[src/rtl/fle_frac_pkg.sv]
// Shared types and configuration-word field offsets for the fracturable logic element.
// Offsets are functions of the LUT input count K.
package fle_frac_pkg;

    typedef enum logic [1:0] {
        FLE_LUT   = 2'd0,
        FLE_DUAL  = 2'd1,
        FLE_ARITH = 2'd2,
        FLE_RSVD  = 2'd3
    } fle_mode_e;

    typedef enum logic [1:0] {
        ST_IDLE  = 2'd0,
        ST_LOAD  = 2'd1,
        ST_READY = 2'd2
    } fle_state_e;

    function automatic int TT_LSB(input int k);
        TT_LSB = 0 * k;
    endfunction

    function automatic int MODE_LSB(input int k);
        MODE_LSB = 2 ** k;
    endfunction

    function automatic int REGEN_LSB(input int k);
        REGEN_LSB = 2 ** k + 2;
    endfunction

    function automatic int CFG_W(input int k);
        CFG_W = 2 ** k + 4;
    endfunction

endpackage

[src/rtl/fle_frac_lut.sv]
// Combinational truth-table lookup: two (K-1)-input halves plus the full K-input result.
module fle_frac_lut #(
    parameter int K = 4
) (
    input  logic [2**K-1:0] tt,
    input  logic [K-1:0]    lut_in,
    output logic            lo,
    output logic            hi,
    output logic            full
);
    localparam int H = 2 ** (K - 1);

    logic [H-1:0] tt_lo;
    logic [H-1:0] tt_hi;

    assign tt_lo = tt[H-1:0];
    assign tt_hi = tt[2**K-1:H];
    assign lo    = tt_lo[lut_in[K-2:0]];
    assign hi    = tt_hi[lut_in[K-2:0]];
    assign full  = lut_in[K-1] ? hi : lo;

endmodule

[src/rtl/fle_frac_k.sv]
// Fracturable K-input logic element with serial config chain, load tracking and output registers.
// Scan of the output registers is built only when FLE_FRAC_SCAN_EN is defined.
module fle_frac_k #(
    parameter int K     = 4,
    parameter int CFG_W = 2**K + 4
) (
    input  logic         fle_clk,
    input  logic         fle_reset_n,
    input  logic         config_enable,
    input  logic         ccff_head,
    output logic         ccff_tail,
    input  logic         Test_en,
    input  logic         fle_sc_in,
    output logic         fle_sc_out,
    input  logic [K-1:0] fle_in,
    input  logic         fle_cin,
    output logic         fle_cout,
    output logic [1:0]   fle_out,
    output logic         cfg_done
);
    import fle_frac_pkg::*;

    localparam int TT_W  = 2 ** K;
    localparam int TT_L  = TT_LSB(K);
    localparam int MD_L  = MODE_LSB(K);
    localparam int RE_L  = REGEN_LSB(K);
    localparam int CNT_W = $clog2(CFG_W + 1);

    logic [CFG_W-1:0] cfg_q, cfg_d;
    logic [CNT_W-1:0] cnt_q, cnt_d;
    fle_state_e       state_q, state_d;
    logic [1:0]       ff_q, ff_d;

    logic [TT_W-1:0]  tt;
    fle_mode_e        mode;
    logic [1:0]       reg_en;
    logic             lo, hi, full;
    logic [1:0]       r;
    logic             cout_raw;

    assign tt     = cfg_q[TT_L +: TT_W];
    assign mode   = fle_mode_e'(cfg_q[MD_L +: 2]);
    assign reg_en = cfg_q[RE_L +: 2];

    fle_frac_lut #(.K(K)) u_lut (
        .tt     (tt),
        .lut_in (fle_in),
        .lo     (lo),
        .hi     (hi),
        .full   (full)
    );

    always_comb begin
        cfg_d = cfg_q;
        if (config_enable) cfg_d = {cfg_q[CFG_W-2:0], ccff_head};
    end

    // The entry shift out of IDLE/READY is already the first counted bit.
    always_comb begin
        state_d = state_q;
        cnt_d   = cnt_q;
        case (state_q)
            ST_IDLE, ST_READY: begin
                if (config_enable) begin
                    state_d = ST_LOAD;
                    cnt_d   = CNT_W'(1);
                end
            end
            ST_LOAD: begin
                if (config_enable) begin
                    if (cnt_q != CNT_W'(CFG_W)) cnt_d = cnt_q + 1'b1;
                end else begin
                    state_d = (cnt_q == CNT_W'(CFG_W)) ? ST_READY : ST_IDLE;
                end
            end
            default: state_d = ST_IDLE;
        endcase
    end

    // lo acts as propagate and hi as generate in arithmetic mode.
    always_comb begin
        r        = {1'b0, full};
        cout_raw = 1'b0;
        case (mode)
            FLE_DUAL:  r = {hi, lo};
            FLE_ARITH: begin
                r        = {full, lo ^ fle_cin};
                cout_raw = lo ? fle_cin : hi;
            end
            default:   r = {1'b0, full};
        endcase
    end

    always_comb begin
        ff_d = ff_q;
        if (!config_enable) begin
`ifdef FLE_FRAC_SCAN_EN
            if (Test_en) ff_d = {ff_q[0], fle_sc_in};
            else         ff_d = r;
`else
            ff_d = r;
`endif
        end
    end

    always_ff @(posedge fle_clk or negedge fle_reset_n) begin
        if (!fle_reset_n) begin
            cfg_q   <= '0;
            cnt_q   <= '0;
            state_q <= ST_IDLE;
            ff_q    <= '0;
        end else begin
            cfg_q   <= cfg_d;
            cnt_q   <= cnt_d;
            state_q <= state_d;
            ff_q    <= ff_d;
        end
    end

    always_comb begin
        for (int i = 0; i < 2; i++) fle_out[i] = reg_en[i] ? ff_q[i] : r[i];
        if (config_enable) fle_out = 2'b00;
    end

    assign fle_cout  = config_enable ? 1'b0 : cout_raw;
    assign ccff_tail = cfg_q[CFG_W-1];
    assign cfg_done  = (state_q == ST_READY);

`ifdef FLE_FRAC_SCAN_EN
    assign fle_sc_out = config_enable ? 1'b0 : ff_q[1];
`else
    logic unused_scan;
    assign unused_scan = Test_en ^ fle_sc_in;
    assign fle_sc_out  = 1'b0;
`endif

endmodule

[config.mk]
export PLATFORM = sky130hd
export DESIGN_NAME = fle_frac_k
export DESIGN_NICKNAME = d
export VERILOG_FILES = /design/src/rtl/fle_frac_pkg.sv /design/src/rtl/fle_frac_lut.sv /design/src/rtl/fle_frac_k.sv
export SDC_FILE = /design/constraint.sdc
export NUM_CORES = 1
export LEC_CHECK = 0
export ABC_AREA = 1
export BUFFER_PORTS_ARGS = -buffer_cell sky130_fd_sc_hd__buf_2
export CAP_MARGIN = 0
export CORE_MARGIN = 8
export CORE_UTILIZATION = 51
export DETAILED_ROUTE_END_ITERATION = 8
export GPL_TIMING_DRIVEN = 1
export HOLD_SLACK_MARGIN = 0.03
export PLACE_DENSITY = 0.84
export SLEW_MARGIN = 0
export SYNTH_ARGS = -nofsm -noshare
export SYNTH_HDL_FRONTEND = slang
export SYNTH_SLANG_ARGS = --single-unit
[constraint.sdc]
create_clock -name fle_clk -period 1.4 [get_ports fle_clk]
set_input_delay 0.14 -clock fle_clk [delete_from_list [all_inputs] [get_ports fle_clk]]
set_output_delay 0.14 -clock fle_clk [all_outputs]
set_load 0.02 [all_outputs]
======== Word level (Yosys, flattened, before mapping) ========
Cells that the tools add are included.
storage, ports and cells
  register bits after elaboration ......... 29
  input port bits ......................... 11
  word-level logic and storage cells ...... 42
operators by class
  add/subtract/negate cells ............... 1
  order comparisons ....................... 1
  equality and inequality tests ........... 10
  mux-type cells .......................... 20
  bitwise operators ....................... 1
  reductions and logical operators ........ 5
operators by type and width
  operator                                                     count
  2-to-1 mux 5 bit                                             3
  one-hot mux 5 bit (2 select lines)                           1
  2-to-1 mux 1 bit                                             8
  2-to-1 mux 2 bit                                             4
  != test 2 bit (second input constant)                        4
  one-hot mux 2 bit (2 select lines)                           2
  binary-select mux 1 bit (select 3 bit)                       2
  adder 5 x 1 -> 5 bit (second input constant)                 1
  == test 5 bit (second input constant)                        1
  != test 5 bit (second input constant)                        1
  == test 2 x 1 -> 1 bit (second input constant)               2
  == test 2 bit (second input constant)                        2
  less-than comparator 3 x 4 -> 1 bit (second input constant)  1
  AND reduction 4 bit                                          1
  zero test 2 bit                                              1
  AND reduction 2 bit                                          1
  nonzero test 2 bit                                           1
  OR reduction 2 bit                                           1
  XOR 1 bit                                                    1

======== Longest topological paths before layout ========
  depth in word-level cells ............... 6
  depth in mapped cells ................... 11
  gate-level depth less buffers ........... 10

======== Cells and area by module ========
Synthesis repeated with hierarchy kept, for this count alone.
second synthesis, totals
  cells, all modules ...................... 204
  area, all modules ....................... 1555.2 sq um
modules (own cells, without submodules)
  module        times used  cells an instance  area an instance (sq um)  seq. area each (sq um)
  fle_frac_k    1           152                1315.0                    725.7
  fle_frac_lut  1           52                 240.2                     0.0

======== Least setup slack after synthesis ========
OpenSTA, ideal clock, no wires.
  path kind ............................... register -> output
  from .................................... reg cfg_q[16]
  to ...................................... out fle_out[0]
  arrival time ............................ 1.279 ns
  required time ........................... 1.260 ns
  slack ................................... -0.019 ns
  stages on the path, launching flop included .. 8
  cells stage by stage .................... dfrtp_1 > inv_1 > ha_1 > o21bai_2 > inv_1 > nand2_1 > nand2_1 > a21oi_1
on the way
  cells in the longest elaborated chain, start to end .. 4
  elaborated cells between the ends (all ways) .. 5
  classes of those cells .................. eq/ne (2); mux (3)
RTL lines
  item                                                     RTL line           text
  from (decl)                                              fle_frac_k.sv:29   logic [CFG_W-1:0] cfg_q, cfg_d;
  from (signal assigned)                                   fle_frac_k.sv:113  cfg_q <= cfg_d;
  == test 2 bit or == test 2 x 1 -> 1 bit (tied branches)  fle_frac_k.sv:84   case (mode)
  one-hot mux 2 bit (2 select lines) *                     fle_frac_k.sv:84
  2-to-1 mux 1 bit *                                       fle_frac_k.sv:121  for (int i = 0; i < 2; i++) fle_out[i] = reg_en[i] ? ff_q[i] : r[i];
  2-to-1 mux 2 bit *                                       fle_frac_k.sv:122  if (config_enable) fle_out = 2'b00;
  to (decl)                                                fle_frac_k.sv:18   output logic [1:0] fle_out,
Mark *: on every way between the ends. The rest lies on a longest branch, timed or not.

======== Final worst setup path ========
  from .................................... reg cfg_q[6]
  to ...................................... out fle_out[0]
on the way
  cells in the longest elaborated chain, start to end .. 6
  elaborated cells between the ends (all ways) .. 7
  classes of those cells .................. mux (6); bitwise (1)
RTL lines
  item                                           RTL line                              text
  binary-select mux 1 bit (select 3 bit) *       fle_frac_lut.sv:18                    assign lo = tt_lo[lut_in[K-2:0]];
  2-to-1 mux 1 bit (implied by the code) *       fle_frac_lut.sv:18
  2-to-1 mux 1 bit or XOR 1 bit (tied branches)  fle_frac_lut.sv:20, fle_frac_k.sv:87
  one-hot mux 2 bit (2 select lines) *           fle_frac_k.sv:84
  2-to-1 mux 1 bit *                             fle_frac_k.sv:121
  2-to-1 mux 2 bit *                             fle_frac_k.sv:122
Mark *: on every way between the ends. The rest lies on a longest branch, timed or not. The select of a mux whose other input is x is not followed.

==> Flow_metrics.wiki <==
{| class="wikitable"
! Metric !! Value
|-
| Routed len/inst || roughly 13 microns
|-
| Setup repair after global routing missed its margin || true
|-
| CP startpoint kind || flop
|-
| Area inside the core boundary || between 0.002 and 0.003 sq mm
|-
| Worst-margin pin slew || ~0.64 ns
|-
| Final std cells w/o fill || 264
|-
| Net total in the final layout || about 250
|-
| IO buf count || 13
|-
| Fin Clk Skew || roughly 0.0058 ns
|-
| Post-place setup slack || -0.0817 ns
|-
| Number of primary I/O pins || 17
|-
| Most common cell after layout, fill and taps aside || sky130_fd_sc_hd__nand2_1
|-
| GRT Overall Usage || between 10% and 20%
|-
| Cells taking the most area after synthesis || sky130_fd_sc_hd__dfrtp_1 (47%), sky130_fd_sc_hd__nand2_1 (12%), sky130_fd_sc_hd__inv_1 (8.6%), sky130_fd_sc_hd__o21ai_0 (8.5%), sky130_fd_sc_hd__nand3_1 (5.9%)
|-
| Yosys warning count || 0
|-
| Category of the most critical setup path || reg2out
|-
| Global-route wire length before repair || slightly below 5 mm
|-
| Via density || 5.08
|-
| DRC errors left || 0
|-
| Reg2Reg Depth || 7
|-
| Unique masters post-synth || 28
|-
| Worst vdd rail ir drop || about 0.68 mV
|-
| Cell depth of the worst hold path || 3
|-
| Gp weighted congestion || ~0.83
|-
| Sink Count || 29
|-
| Max-cap violations || 0
|-
| 1st-iter DRT viols || 33
|-
| Power per cell area || between 1000 and 1500 mW/mm^2
|-
| Total leakage power || just under 1 nW
|-
| Drt pass-1 iters || 4
|-
| Total Neg Setup Slack || -1.59 ns
|-
| Max Buffers Root-to-Sink || 2
|-
| Violated checks || setup timing
|-
| Layout cells sized above 1 || 34.2%
|-
| Number of levels the H-tree was split into || 2
|-
| Portion of the clock cycle consumed by the worst path in the final layout || 135%
|-
| Maximum number of pins on one net before global-route repair || 30
|-
| Post-detailed-route count of antenna-violating nets || 0
|-
| Max-slew headroom || around 58%
|-
| Total setup violations reported at the end of the flow || 7
|-
| Number of cell rows || 20
|-
| Initial antenna violation count || 0
|-
| Clock transition at the registers of the reported paths || approximately 0.090 ns
|-
| Synthesized netlist cell count || between 150 and 200
|-
| FF+latch count, synth || 29
|-
| Die ar. || slightly above 0.005 sq mm
|-
| Placed inst area || between 0.0015 and 0.002 sq mm
|-
| Final Max Slew Viols || 0
|-
| Number of buffers created by CTS || 5
|-
| Biggest fanout along the worst timing path || 3
|-
| Number of placed instances with taps included || 246
|-
| Clock tree from TritonCTS || built
|-
| Tightest Hold Check Type || in2reg
|-
| Cell area after synthesis || roughly 0.0015 sq mm
|-
| Data arrival time of the worst path || 1.75 ns
|-
| Hold Vio Cnt, Final || 0
|-
| Highest-count cells in the layout ignoring fill and taps || sky130_fd_sc_hd__nand2_1 (47), sky130_fd_sc_hd__inv_1 (29), sky130_fd_sc_hd__dfrtp_1 (29)
|-
| Signed area change from the synthesized netlist to the final layout || 28.9%
|-
| Final hold slack || around 0.18 ns
|-
| Result of the run || finished, violations left
|-
| Post-route cell area || 0.00198 sq mm
|-
| Antenna Diode Count || 0
|-
| Chip height || just over 70 microns
|-
| Vias in the first global route || between 1,000 and 1,500
|-
| Clock latency on the worst-skew pair || 0.32 ns
|-
| Total of fill cells in the finished design || approximately 230
|-
| Nature of the critical path endpoint || output port
|-
| Leading area contributor after synthesis || sky130_fd_sc_hd__dfrtp_1
|-
| Post-detailed-placement half-perimeter wirelength || just over 2 mm
|-
| Setup WS post-layout || -0.489 ns
|-
| Via count || about 1,300
|-
| Root Driver || sky130_fd_sc_hd__clkbuf_4
|-
| Share of the synthesized area in the top cell type || roughly 47%
|-
| Chip width || slightly above 70 microns
|-
| Post-layout min period || approximately 1.9 ns
|-
| DRT Wirelength || about 3.3 mm
|-
| Initial standard-cell utilization of the core || between 50% and 60%
|-
| Required arrival time at the worst endpoint || between 1 and 1.5 ns
|-
| Part of the Yosys area used for sequential elements || about 47%
|-
| Number of nets in the synthesized netlist || roughly 210
|-
| Overall overflow remaining after global route || 0
|-
| Syn avg cell area || 7.84 sq um
|-
| Fmax || roughly 530 MHz
|}
per-stage QoR:
| step | utilization, % | total power, W |
|---|---|---|
| finish | 67.1 | 0.00218 |
| global route | 67.1 | 0.00233 |
| CTS | 61.9 | 0.00209 |
| detailed placement | 57.1 | 0.00152 |
| global placement | 57.1 | 0.00150 |
| floorplan | - | 0.00135 |
repair_timing:
| item | CTS | global route |
|---|---|---|
| setup endpoints to repair | 7 | 9 |
| pin swaps | 7 | 11 |
| resized for setup | 14 | 30 |
| setup buffers | 2 | 7 |
| cloned | 0 | 0 |
| hold endpoints to repair | 30 | 0 |
| hold buffers | 2 | 0 |
registers in the layout, summed over array words and instances, names as in the netlist:
register,cells
cnt_q,5
ff_q,2
state_q,2
cfg_q,20
power breakdown:
group / leakage [nW] / internal [W] / switching [W]
sequential: 0.378 / 0.000953 / 0.0000756
clock: 0.0314 / 0.000237 / 0.000264
combinational: 0.579 / 0.000294 / 0.000360
total: 0.988 / 0.00148 / 0.000699
cell type report:
cell class                      count  area [sq um]  share of cell area (%)
Multi-Input combinational cell    123           761                    38.4
Sequential cell                    29           726                    36.6
Timing Repair Buffer               34           250                    12.6
Inverter                           38           148                    7.45
Clock buffer                        7          55.1                    2.78
Tap cell                           33          41.3                    2.08
cells in the mapped netlist:
cell	instances
sky130_fd_sc_hd__nand2_1	51
sky130_fd_sc_hd__inv_1	35
sky130_fd_sc_hd__dfrtp_1	29
sky130_fd_sc_hd__o21ai_0	26
sky130_fd_sc_hd__nand3_1	18
sky130_fd_sc_hd__nor2_1	5
sky130_fd_sc_hd__ha_1	4
sky130_fd_sc_hd__a21oi_1	3
sky130_fd_sc_hd__clkbuf_1	3
sky130_fd_sc_hd__nand3_2	3
sky130_fd_sc_hd__inv_2	2
sky130_fd_sc_hd__a21boi_1	1
sky130_fd_sc_hd__a21oi_2	1
sky130_fd_sc_hd__and2_1	1
sky130_fd_sc_hd__buf_2	1
sky130_fd_sc_hd__buf_4	1
sky130_fd_sc_hd__buf_6	1
sky130_fd_sc_hd__conb_1	1
sky130_fd_sc_hd__inv_4	1
sky130_fd_sc_hd__nand2_2	1
sky130_fd_sc_hd__nand4_1	1
sky130_fd_sc_hd__nor2_4	1
sky130_fd_sc_hd__nor3_1	1
sky130_fd_sc_hd__nor3b_2	1
sky130_fd_sc_hd__o21ai_2	1
sky130_fd_sc_hd__o21bai_2	1
sky130_fd_sc_hd__o41ai_1	1
sky130_fd_sc_hd__xor2_1	1
worst paths after layout:
path	from	endpoint	slack [ns]
min in group asynchronous	fle_reset_n	cfg_q[1]$_DFFE_PN0P_	0.37
setup reg to reg	cnt_q[0]$_DFFE_PN0P_	cnt_q[3]$_DFFE_PN0P_	-0.11
hold / removal	config_enable	state_q[0]$_DFFE_PN0P_	0.18
hold reg to reg	cfg_q[9]$_DFFE_PN0P_	cfg_q[10]$_DFFE_PN0P_	0.48
max in group asynchronous	fle_reset_n	cfg_q[14]$_DFFE_PN0P_	0.61
setup / recovery	cfg_q[6]$_DFFE_PN0P_	fle_out[0]	-0.49
cell families after synthesis:
kind of cell             synth area share (%)
buffers and inverters                    11.7
flip-flops                               47.2
XOR/XNOR                                0.570
AO/OA/AOI/OAI                            12.4
adder cells (fa/ha/maj)                  3.26
AND/OR/NAND/NOR                          24.6
other                                   0.244
critical path: stages (launching register included):
cell	delay (ns)
sky130_fd_sc_hd__dfrtp_1	0.39
sky130_fd_sc_hd__inv_2	0.05
sky130_fd_sc_hd__nand2_1	0.05
sky130_fd_sc_hd__nand3_1	0.07
sky130_fd_sc_hd__nand3_2	0.13
sky130_fd_sc_hd__nand2_2	0.10
sky130_fd_sc_hd__o21bai_2	0.14
sky130_fd_sc_hd__inv_1	0.06
sky130_fd_sc_hd__nand2_1	0.07
sky130_fd_sc_hd__nand2_2	0.06
sky130_fd_sc_hd__a21oi_2	0.16
sky130_fd_sc_hd__buf_6	0.14
metal layers:
metal / GRT usage (%) / wire (microns)
met3: 5.79 / 98
met1: 14.7 / 1480
met4: 5.31 / 29
met5: 0 / 0
met2: 19.1 / 1700
No activity file was read; power rests on OpenSTA's default activity.
